`src/rtl/seq_comparator.sv`:
```
// ============================================================================
//  Module   : seq_comparator
//  Brief    : Bit-serial MSB-first magnitude comparator, unsigned or signed
//  Revision : 1.0  initial release
// ============================================================================
`default_nettype none

module seq_comparator #(
  parameter int WIDTH = 8
) (
  input  logic             clk,
  input  logic             rst,
  input  logic             start,
  input  logic             sgn,
  input  logic [WIDTH-1:0] b,
  input  logic [WIDTH-1:0] a,
  output logic             busy,
  output logic             done,
  output logic             b_gt,
  output logic             b_a_eq,
  output logic             a_gt
);

  localparam int IDX_W = $clog2(WIDTH);
  localparam logic [IDX_W-1:0] C_IDX_MSB = IDX_W'(WIDTH - 1);

  typedef enum logic [1:0] {
    IDLE = 2'd0,
    CMP  = 2'd1,
    DONE = 2'd2
  } state_t;

  state_t           state_q;
  logic [WIDTH-1:0] a_q;
  logic [WIDTH-1:0] b_q;
  logic             sgn_q;
  logic [IDX_W-1:0] idx_q;
  logic             done_q;
  logic             b_gt_q;
  logic             b_a_eq_q;
  logic             a_gt_q;

  logic             b_bit_d;
  logic             a_bit_d;
  logic             b_wins_d;

  assign b_bit_d = b_q[idx_q];
  assign a_bit_d = a_q[idx_q];

  // A set sign bit means "smaller" in two's complement, so the sense flips there.
  assign b_wins_d = (sgn_q && (idx_q == C_IDX_MSB)) ? a_bit_d : b_bit_d;

  always_ff @(posedge clk or posedge rst) begin
    if (rst) begin
      state_q  <= IDLE;
      a_q      <= '0;
      b_q      <= '0;
      sgn_q    <= 1'b0;
      idx_q    <= '0;
      done_q   <= 1'b0;
      b_gt_q   <= 1'b0;
      b_a_eq_q <= 1'b0;
      a_gt_q   <= 1'b0;
    end else begin
      case (state_q)
        IDLE: begin
          if (start) begin
            a_q      <= a;
            b_q      <= b;
            sgn_q    <= sgn;
            idx_q    <= C_IDX_MSB;
            b_gt_q   <= 1'b0;
            b_a_eq_q <= 1'b0;
            a_gt_q   <= 1'b0;
            state_q  <= CMP;
          end
        end
        CMP: begin
          if (b_bit_d != a_bit_d) begin
            b_gt_q   <= b_wins_d;
            a_gt_q   <= ~b_wins_d;
            b_a_eq_q <= 1'b0;
            done_q   <= 1'b1;
            state_q  <= DONE;
          end else if (idx_q == '0) begin
            b_gt_q   <= 1'b0;
            a_gt_q   <= 1'b0;
            b_a_eq_q <= 1'b1;
            done_q   <= 1'b1;
            state_q  <= DONE;
          end else begin
            idx_q <= idx_q - 1'b1;
          end
        end
        DONE: begin
          done_q  <= 1'b0;
          state_q <= IDLE;
        end
        default: begin
          done_q  <= 1'b0;
          state_q <= IDLE;
        end
      endcase
    end
  end

  assign busy   = (state_q != IDLE);
  assign done   = done_q;
  assign b_gt   = b_gt_q;
  assign b_a_eq = b_a_eq_q;
  assign a_gt   = a_gt_q;

endmodule

`default_nettype wire

```
`config.mk`:
```
export PLATFORM = sky130hd
export DESIGN_NAME = seq_comparator
export DESIGN_NICKNAME = d
export VERILOG_FILES = /design/src/rtl/seq_comparator.sv
export SDC_FILE = /design/constraint.sdc
export NUM_CORES = 1
export LEC_CHECK = 0
export BUFFER_PORTS_ARGS = -buffer_cell sky130_fd_sc_hd__buf_2
export CAP_MARGIN = 25
export CELL_PAD_IN_SITES_DETAIL_PLACEMENT = 1
export CELL_PAD_IN_SITES_GLOBAL_PLACEMENT = 2
export CORE_AREA = 2 2 57 72
export CTS_BUF_LIST = sky130_fd_sc_hd__clkbuf_4
export DETAILED_ROUTE_END_ITERATION = 6
export DIE_AREA = 0 0 59 74
export GPL_TIMING_DRIVEN = 1
export PLACE_DENSITY = 0.8
export SLEW_MARGIN = 15
export SYNTH_ARGS = -nofsm -noshare
export SYNTH_HDL_FRONTEND = slang
export SYNTH_SLANG_ARGS = --single-unit
```
`constraint.sdc`:
```
create_clock -name clk -period 5 [get_ports clk]
set_input_delay 0.5 -clock clk [delete_from_list [all_inputs] [get_ports clk]]
set_output_delay 0.5 -clock clk [all_outputs]
set_load 0.005 [all_outputs]
```
# After elaboration in Yosys (flattened, before gate mapping)

Index checks and enable logic that the tools add are counted.

Logic and storage cells: 54
Output and inout bits: 5
Register bits after elaboration: 26
Bits of input ports: 20

Reductions and logical operators: 10
Mux-type cells: 24
$lt $le $gt $ge: 1
Bitwise operators: 2
Add/subtract/negate cells: 1
Equality and inequality tests: 7

Operators with widths:

| kind                                                                  | count |
|---|---|
| 1-bit 2-to-1 mux                                                      | 10 |
| 3-bit 2-to-1 mux                                                      | 3 |
| 1-bit case mux with 2 select lines                                    | 4 |
| 1-bit binary-select mux with 3-bit select                             | 2 |
| 2-bit 2-to-1 mux                                                      | 3 |
| 2-bit != test, second input constant                                  | 3 |
| 3-bit case mux with 2 select lines                                    | 1 |
| 2-bit AND reduction                                                   | 3 |
| 3-bit by 4-bit < comparator with 1-bit output, second input constant  | 1 |
| 2-bit case mux with 2 select lines                                    | 1 |
| 4-bit AND reduction                                                   | 1 |
| 2-bit nonzero test                                                    | 2 |
| 3-bit equality test, second input constant                            | 1 |
| 3-bit logical NOT                                                     | 1 |
| 3-bit != test, second input constant                                  | 1 |
| 3-bit AND reduction                                                   | 1 |
| 3-bit by 1-bit subtractor with 3-bit output, second input constant    | 1 |
| 2-bit by 1-bit equality test with 1-bit output, second input constant | 1 |
| 2-bit logical NOT                                                     | 1 |
| 1-bit inverter                                                        | 2 |
| 1-bit logical AND                                                     | 1 |
| 1-bit != test                                                         | 1 |

# Depth between registers and ports, before layout

Gate-level depths: netlist (run 1).

Depth after elaboration: 6
Depth in mapped cells: 7
Mapped depth without buffers: 6

# Worst setup path before layout (run 1)

OpenSTA, ideal clock, no wires.

Path type: register to register
From: register idx_q[1]
To: register b_gt_q, in the netlist b_gt
Clock period less this slack: 2.008 ns
Library setup time: 0.122 ns
Path slack: 2.992 ns
Buffers on the path: 1
Arrival: 1.887 ns
Stages on the path, launching flop included: 7
Data required time: 4.878 ns
Cell sequence: dfrtp_1 > buf_2 > mux4_2 > mux2i_1 > xor2_2 > o21ai_1 > a32o_1

Cells in the longest elaborated chain, start to end: 5
Elaborated cells between the ends (all ways): 13
Classes of those cells: eq/ne (3); mux (7); reduce/logical (3)

RTL lines:

| item                                                                                       | RTL line | text |
|---|---|---|
| start, declared                                                                            | 37       | `logic [IDX_W-1:0] idx_q;` |
| start signal, assigned                                                                     | 92       | `idx_q <= idx_q - 1'b1;` |
| 1-bit binary-select mux with 3-bit select (tied with other cells)                          | 47       | `assign b_bit_d = b_q[idx_q];` |
| 1-bit 2-to-1 mux (implied by the code) (tied with other cells)                             | 47       |  |
| 1-bit != test or 1-bit 2-to-1 mux (tied branches)                                          | 79, 51   |  |
| 3-bit != test (no source line) or 1-bit 2-to-1 mux (tied branches)                         | -        |  |
| 3-bit AND reduction (no source line) or 1-bit case mux with 2 select lines (tied branches) | -        |  |
| end signal, assigned                                                                       | 80       | `b_gt_q <= b_wins_d;` |
| end, declared                                                                              | 39       | `logic b_gt_q;` |

Several ways; a longest one is shown, not always the timed one. The select of a mux whose other input is x is not followed.
A chain may end at the register's enable or synchronous reset.

# Worst setup path after layout (run 1)

From: register idx_q[1]
To: register idx_q[0]

Cells in the longest elaborated chain, start to end: 5
Elaborated cells between the ends (all ways): 9
Classes of those cells: eq/ne (3); mux (4); reduce/logical (2)

RTL lines:

| item                                                                | RTL line | text |
|---|---|---|
| 1-bit binary-select mux with 3-bit select, on equally long branches | 47, 48   |  |
| 1-bit 2-to-1 mux, on equally long branches                          | 47, 48   |  |
| 1-bit != test                                                       | 79       | `if (b_bit_d != a_bit_d) begin` |
| 2-bit != test (no source line)                                      | -        |  |
| 4-bit AND reduction (no source line) *                              | -        |  |

Mark *: on every way between the ends. The rest lies on a longest branch, timed or not. The select of a mux whose other input is x is not followed.

==> impl_metrics.env, run 1 <==
export IMPL_outcome="finished clean"
export IMPL_vdd_drop_max_v=0.000222
export IMPL_drive_gt1_frac=0.438
export IMPL_power_frac_comb=0.464
export IMPL_fmax_ghz=0.450
export IMPL_synth_edff_count=0
export IMPL_fp_row_count=25
export IMPL_synth_common_cells="dfrtp_1, mux2_2, nor2_1"
export IMPL_cts_buffers=3
export IMPL_place_area_mm2=0.00141
export IMPL_track_usage=0.129
export IMPL_synth_area_leaders="dfrtp_1, mux2_2, mux4_2"
export IMPL_io_pins=25
export IMPL_relSlewSlack=0.734
export IMPL_hold_violations=0
export IMPL_setup_violations_final=0
export IMPL_cts_repair_resized=0
export IMPL_htreeDepth=1
export IMPL_gr_total_overflow=0
export IMPL_die_y_um=74
export IMPL_syn_nets=119
export IMPL_tns_ns=0
export IMPL_syn_inst=96
export IMPL_die_area_mm2=0.00437
export IMPL_drc=0
export IMPL_antenna_left=0
export IMPL_core_mm2=0.00369
export IMPL_final_nets=146
export IMPL_cts_sinks=26
export IMPL_clk_pin_slew_ns=0.13
export IMPL_yosys_warnings=0
export IMPL_clk_latency_ns=0.32
export IMPL_synth_ff_type="dfrtp_1"
export IMPL_cellPowerDensity_mw_per_mm2=607
export IMPL_final_period_utilization=0.445
export IMPL_synth_most_common_cell="dfrtp_1"
export IMPL_grt_max_degree=27
export IMPL_wl_per_cell_um=14.6
export IMPL_cts_root_buf="clkbuf_4"
export IMPL_slew_violations=0
export IMPL_diodes=0
export IMPL_grt_pass1_wl_um=4150
export IMPL_cp_arrival_ns=2.48
export IMPL_grt_pass1_vias=886
export IMPL_critPathLaunchType="flop"
export IMPL_cts_setup_buffers=0
export IMPL_cts_tree="yes"
export IMPL_drt_pass1_iter_count=2
export IMPL_first_iter_violations=20
export IMPL_synth_top_area_frac=0.522
export IMPL_worst_slew_pin_slew_ns=0.398
export IMPL_gp_congestion=0.684
export IMPL_drv_cap=0
export IMPL_end_kind="flop"
export IMPL_p_leak_nw=0.671
export IMPL_io_buffers=24
export IMPL_fill_cells=422
export IMPL_p_int_w=0.000559
export IMPL_synth_top_area_cell="dfrtp_1"
export IMPL_hp_class="in -> async"
export IMPL_rsz0062_at_grt="no"
export IMPL_via_per_inst=5.04
export IMPL_async_flop_share=1.00
export IMPL_antenna_found_initial=0
export IMPL_skew_ns=0.00131
export IMPL_finalCriticalPeriod_ns=2.22
export IMPL_synth_area_mm2=0.00125
export IMPL_final_area_mm2=0.00146
export IMPL_crit_type="reg -> reg"
export IMPL_holdBufCountCts=0
export IMPL_areaGrowthSynthToFinish_pct=17.0
export IMPL_start_util=0.338
export IMPL_critPathMaxFanout=8
export IMPL_drt_total_wl_um=2350
export IMPL_clk_path_buf_depth=2
export IMPL_required_ns=5.25
export IMPL_clkPwrFrac=0.099
export IMPL_dpl_hpwl_um=1790
export IMPL_switching_share=0.369
export IMPL_synth_seq_cells=26
export IMPL_syn_area_per_cell_um2=13.0
export IMPL_switchingPower_w=0.000327
export IMPL_die_w_um=59
export IMPL_seqPwrFrac=0.437
export IMPL_yosysSeqAreaShare=0.522
export IMPL_ys_types=25
export IMPL_num_vias=811
[worst max-delay path, cell delays in order (launching register included)]
cell,delay [ns]
dfrtp_1,0.59
mux4_2,0.54
mux2i_1,0.28
xor2_2,0.20
nor2_1,0.32
mux2i_1,0.23
[power by group through the flow]
stage               sequential [W]  clock (W)  combinational (W)
global placement          0.000389          0           0.000401
floorplan                 0.000351          0           0.000354
global route              0.000404   0.000102           0.000454
finish                    0.000387  0.0000877           0.000411
CTS                       0.000390  0.0000930           0.000416
detailed placement        0.000395          0           0.000415
[worst paths after layout]
check / startpoint / endpoint / slack, ns / depth (start not counted)
min: rst / b_a_eq$_DFFE_PP0P_ / 0.13 / 2
max: idx_q[1]$_DFFE_PP0P_ / idx_q[0]$_DFFE_PP0P_ / 2.78 / 5
max in group asynchronous: rst / idx_q[1]$_DFFE_PP0P_ / 4.44 / 3
max reg2reg: idx_q[1]$_DFFE_PP0P_ / idx_q[0]$_DFFE_PP0P_ / 2.78 / 5
min reg2reg: a_gt$_DFFE_PP0P_ / a_gt$_DFFE_PP0P_ / 0.50 / 1
min in group clk: a[7] / a_q[7]$_DFFE_PP0P_ / 0.40 / 2
[through the flow]
step | hold WS, ns | std cells | utilization | setup WS [ns] | power [W]
5_1_grt | 0.141 | 161 | 0.395 | 2.60 | 0.000960
3_3_place_gp | 0.478 | 157 | 0.382 | 2.83 | 0.000791
4_1_cts | 0.386 | 160 | 0.388 | 2.73 | 0.000899
2_1_floorplan | 0.475 | 96 | - | 2.99 | 0.000705
3_5_place_dp | 0.477 | 157 | 0.382 | 2.77 | 0.000810
6_report | 0.134 | 161 | 0.395 | 2.78 | 0.000885
[sequential cells by signal, summed over array words and instances, names as in the netlist]
register and count:
a_q 8, idx_q 3, b_q 8, a_gt 1, state_q 2, b_a_eq 1
done 1, sgn_q 1, b_gt 1
[cell families after synthesis]
family                     share of synthesized area
AOI/OAI and AO/OA                             0.0511
xor gates and xnor gates                      0.0130
adders and majority gates                     0.0301
buffers and inverters                         0.0311
DFF                                            0.522
muxes                                          0.276
and+or+nand+nor                               0.0772
[per-layer routing]
layer  vias up  share of wire  track usage  wire length, um
li1        387              -            -                -
met1       400           0.44        0.158             1030
met2        19           0.51        0.220             1200
met3         5          0.031       0.0157               73
met4         0          0.021       0.0682               50
met5         -              0            0                0
[layout make-up]
cell class | instances | area (um^2) | share of cell area
clock buffer | 3 | 22.5 | 0.0154
inverter | 6 | 22.5 | 0.0154
multi-input combinational | 60 | 558 | 0.383
sequential | 26 | 651 | 0.446
tap | 40 | 50.0 | 0.0343
timing repair buffer | 26 | 155 | 0.106
[placed cells by master, fill, tap and decap left out, types with 3 or more instances in the layout]
cell,instances
clkbuf_4,3
buf_2,24
nor2_1,10
dfrtp_1,26
inv_1,6
ha_1,3
mux2_2,17
mux4_2,5
mux2i_1,4
(Power assumes the default switching activity.)
==> run 2, diff against run 1 <==
==> constraint.sdc (replaced) <==
create_clock -name clk -period 2.1 [get_ports clk]
set_input_delay 0.21 -clock clk [delete_from_list [all_inputs] [get_ports clk]]
set_output_delay 0.21 -clock clk [all_outputs]
set_load 0.005 [all_outputs]
==> impl_metrics.env, run 2 (synthesis results as in run 1) <==
export IMPL_crit_type="reg -> reg"
export IMPL_areaGrowthSynthToFinish_pct=23.6
export IMPL_end_kind="flop"
export IMPL_dpl_hpwl_um=1930
export IMPL_cts_sinks=26
export IMPL_slew_violations=0
export IMPL_fp_row_count=25
export IMPL_drv_cap=0
export IMPL_die_area_mm2=0.00437
export IMPL_grt_max_degree=27
export IMPL_wl_per_cell_um=15.1
export IMPL_io_buffers=24
export IMPL_required_ns=2.33
export IMPL_skew_ns=0.0121
export IMPL_fmax_ghz=0.500
export IMPL_dpl_worst_slack_ns=-0.118
export IMPL_io_pins=25
export IMPL_grt_pass1_wl_um=4400
export IMPL_via_per_inst=4.96
export IMPL_seq_area_um2=652
export IMPL_critPathLaunchType="flop"
export IMPL_diodes=0
export IMPL_cellPowerDensity_mw_per_mm2=1610
export IMPL_cp_arrival_ns=2.23
export IMPL_multi_input_area_um2=608
export IMPL_r2r_slack_ns=0.1
export IMPL_start_util=0.338
export IMPL_worstHoldStart="sgn"
export IMPL_crit_chain="mux4_2, mux2i_4, xor2_4, o21ai_1, a32o_1"
export IMPL_hold_ws_ns=0.106
export IMPL_layout_commonest_cell="dfrtp_1"
export IMPL_drc=0
export IMPL_hold_violations=0
export IMPL_p_leak_nw=0.699
export IMPL_final_area_mm2=0.00154
export IMPL_htreeDepth=1
export IMPL_holdPathStages=2
export IMPL_hp_class="in -> reg"
export IMPL_num_vias=833
export IMPL_rsz0062_at_grt="yes"
export IMPL_first_iter_violations=8
export IMPL_fill_cells=413
export IMPL_outcome="finished clean"
export IMPL_cts_buffers=3
export IMPL_layout_setup_ws_ns=0.0996
export IMPL_track_usage=0.133
export IMPL_hold_end="sgn_q$_DFFE_PP0P_"
export IMPL_gr_total_overflow=0
export IMPL_final_nets=152
export IMPL_rr_worst_depth=5
export IMPL_worst_slew_pin_slew_ns=0.370
export IMPL_clk_path_buf_depth=2
export IMPL_clk_latency_ns=0.32
export IMPL_rr_startpoint="idx_q[1]$_DFFE_PP0P_"
export IMPL_drive_gt1_frac=0.500
export IMPL_max_stage_delay_ns=0.57
export IMPL_die_w_um=59
export IMPL_setup_violations_final=0
export IMPL_layout_common_cells="dfrtp_1, buf_2, mux2_2"
export IMPL_die_y_um=74
export IMPL_finalCriticalPeriod_ns=2.00
export IMPL_drt_pass1_iter_count=4
export IMPL_critPathMaxFanout=7
export IMPL_utilization=0.418
export IMPL_place_area_mm2=0.00145
export IMPL_antenna_found_initial=0
export IMPL_r2r_end="b_gt$_DFFE_PP0P_"
export IMPL_grt_pass1_vias=933
export IMPL_clk_pin_slew_ns=0.15
export IMPL_cts_root_buf="clkbuf_4"
export IMPL_core_mm2=0.00369
export IMPL_relSlewSlack=0.753
export IMPL_top_regs="a_q (8), b_q (8), idx_q (3)"
export IMPL_vdd_drop_max_v=0.000474
export IMPL_cts_tree="yes"
export IMPL_final_period_utilization=0.953
export IMPL_drt_total_wl_um=2530
export IMPL_antenna_left=0
export IMPL_gp_congestion=0.725
export IMPL_tns_ns=0
export IMPL_slowest_stage="mux4_2"
-- run 2: cell types whose count changed in the layout (fill, tap and decap cells not counted), sizes merged --
cell         delta
clkinv          +1
dlygate4sd3     +1
buf             +5
-- run 2: per-stage QoR --
| step | power [W] | cells |
|---|---|---|
| 2_1_floorplan | 0.00168 | 96 |
| 3_3_place_gp | 0.00199 | 162 |
| 3_5_place_dp | 0.00206 | 162 |
| 4_1_cts | 0.00233 | 167 |
| 5_1_grt | 0.00269 | 168 |
| 6_report | 0.00248 | 168 |
-- run 2: worst max-delay path by stage --
| stage | endpoint | cells after the start | slack [ns] | start |
|---|---|---|---|---|
| 2_1_floorplan | b_gt$_DFFE_PP0P_ | 6 | 0.09 | idx_q[1]$_DFFE_PP0P_ |
| 3_3_place_gp | idx_q[0]$_DFFE_PP0P_ | 6 | -0.01 | idx_q[1]$_DFFE_PP0P_ |
| 3_5_place_dp | idx_q[0]$_DFFE_PP0P_ | 6 | -0.12 | idx_q[1]$_DFFE_PP0P_ |
| 4_1_cts | idx_q[0]$_DFFE_PP0P_ | 6 | 0.04 | idx_q[1]$_DFFE_PP0P_ |
| 5_1_grt | a_gt$_DFFE_PP0P_ | 6 | -0.03 | idx_q[1]$_DFFE_PP0P_ |
| 6_report | b_gt$_DFFE_PP0P_ | 5 | 0.1 | idx_q[1]$_DFFE_PP0P_ |
-- run 2: final cells by class --
cell class              instances  area share
clock buffers                   3      0.0146
clock inverters                 1     0.00244
inverters                       6      0.0146
multi-input cells              60       0.394
flip-flops and latches         26       0.423
well taps                      40      0.0325
repair buffers                 32       0.119
-- run 2: worst max-delay path: cells and delay by family (launching register included) --
family,cells,cell delay (ns)
compound gates,2,0.35
mux,2,0.81
flops,1,0.50
xor+xnor,1,0.25
-- run 2: power breakdown --
group          switching (W)  internal [W]
clock               0.000146     0.0000695
combinational       0.000586      0.000761
sequential          0.000189      0.000733
-- run 2: layer usage --
metal	wire, um	global-route usage	vias to the layer above
met5	0	0	-
met4	17	0.0530	0
met3	77	0.0174	2
met2	1370	0.242	16
met1	1070	0.156	415
li1	-	-	400
-- run 2: timing repair --
action                                  4_1_cts  5_1_grt
gates resized for setup                       3        6
hold buffers                                  1        0
hold endpoints to repair                     26        0
setup buffers                                 0        1
endpoints found under the setup margin        8        8
pin swaps                                     1        1
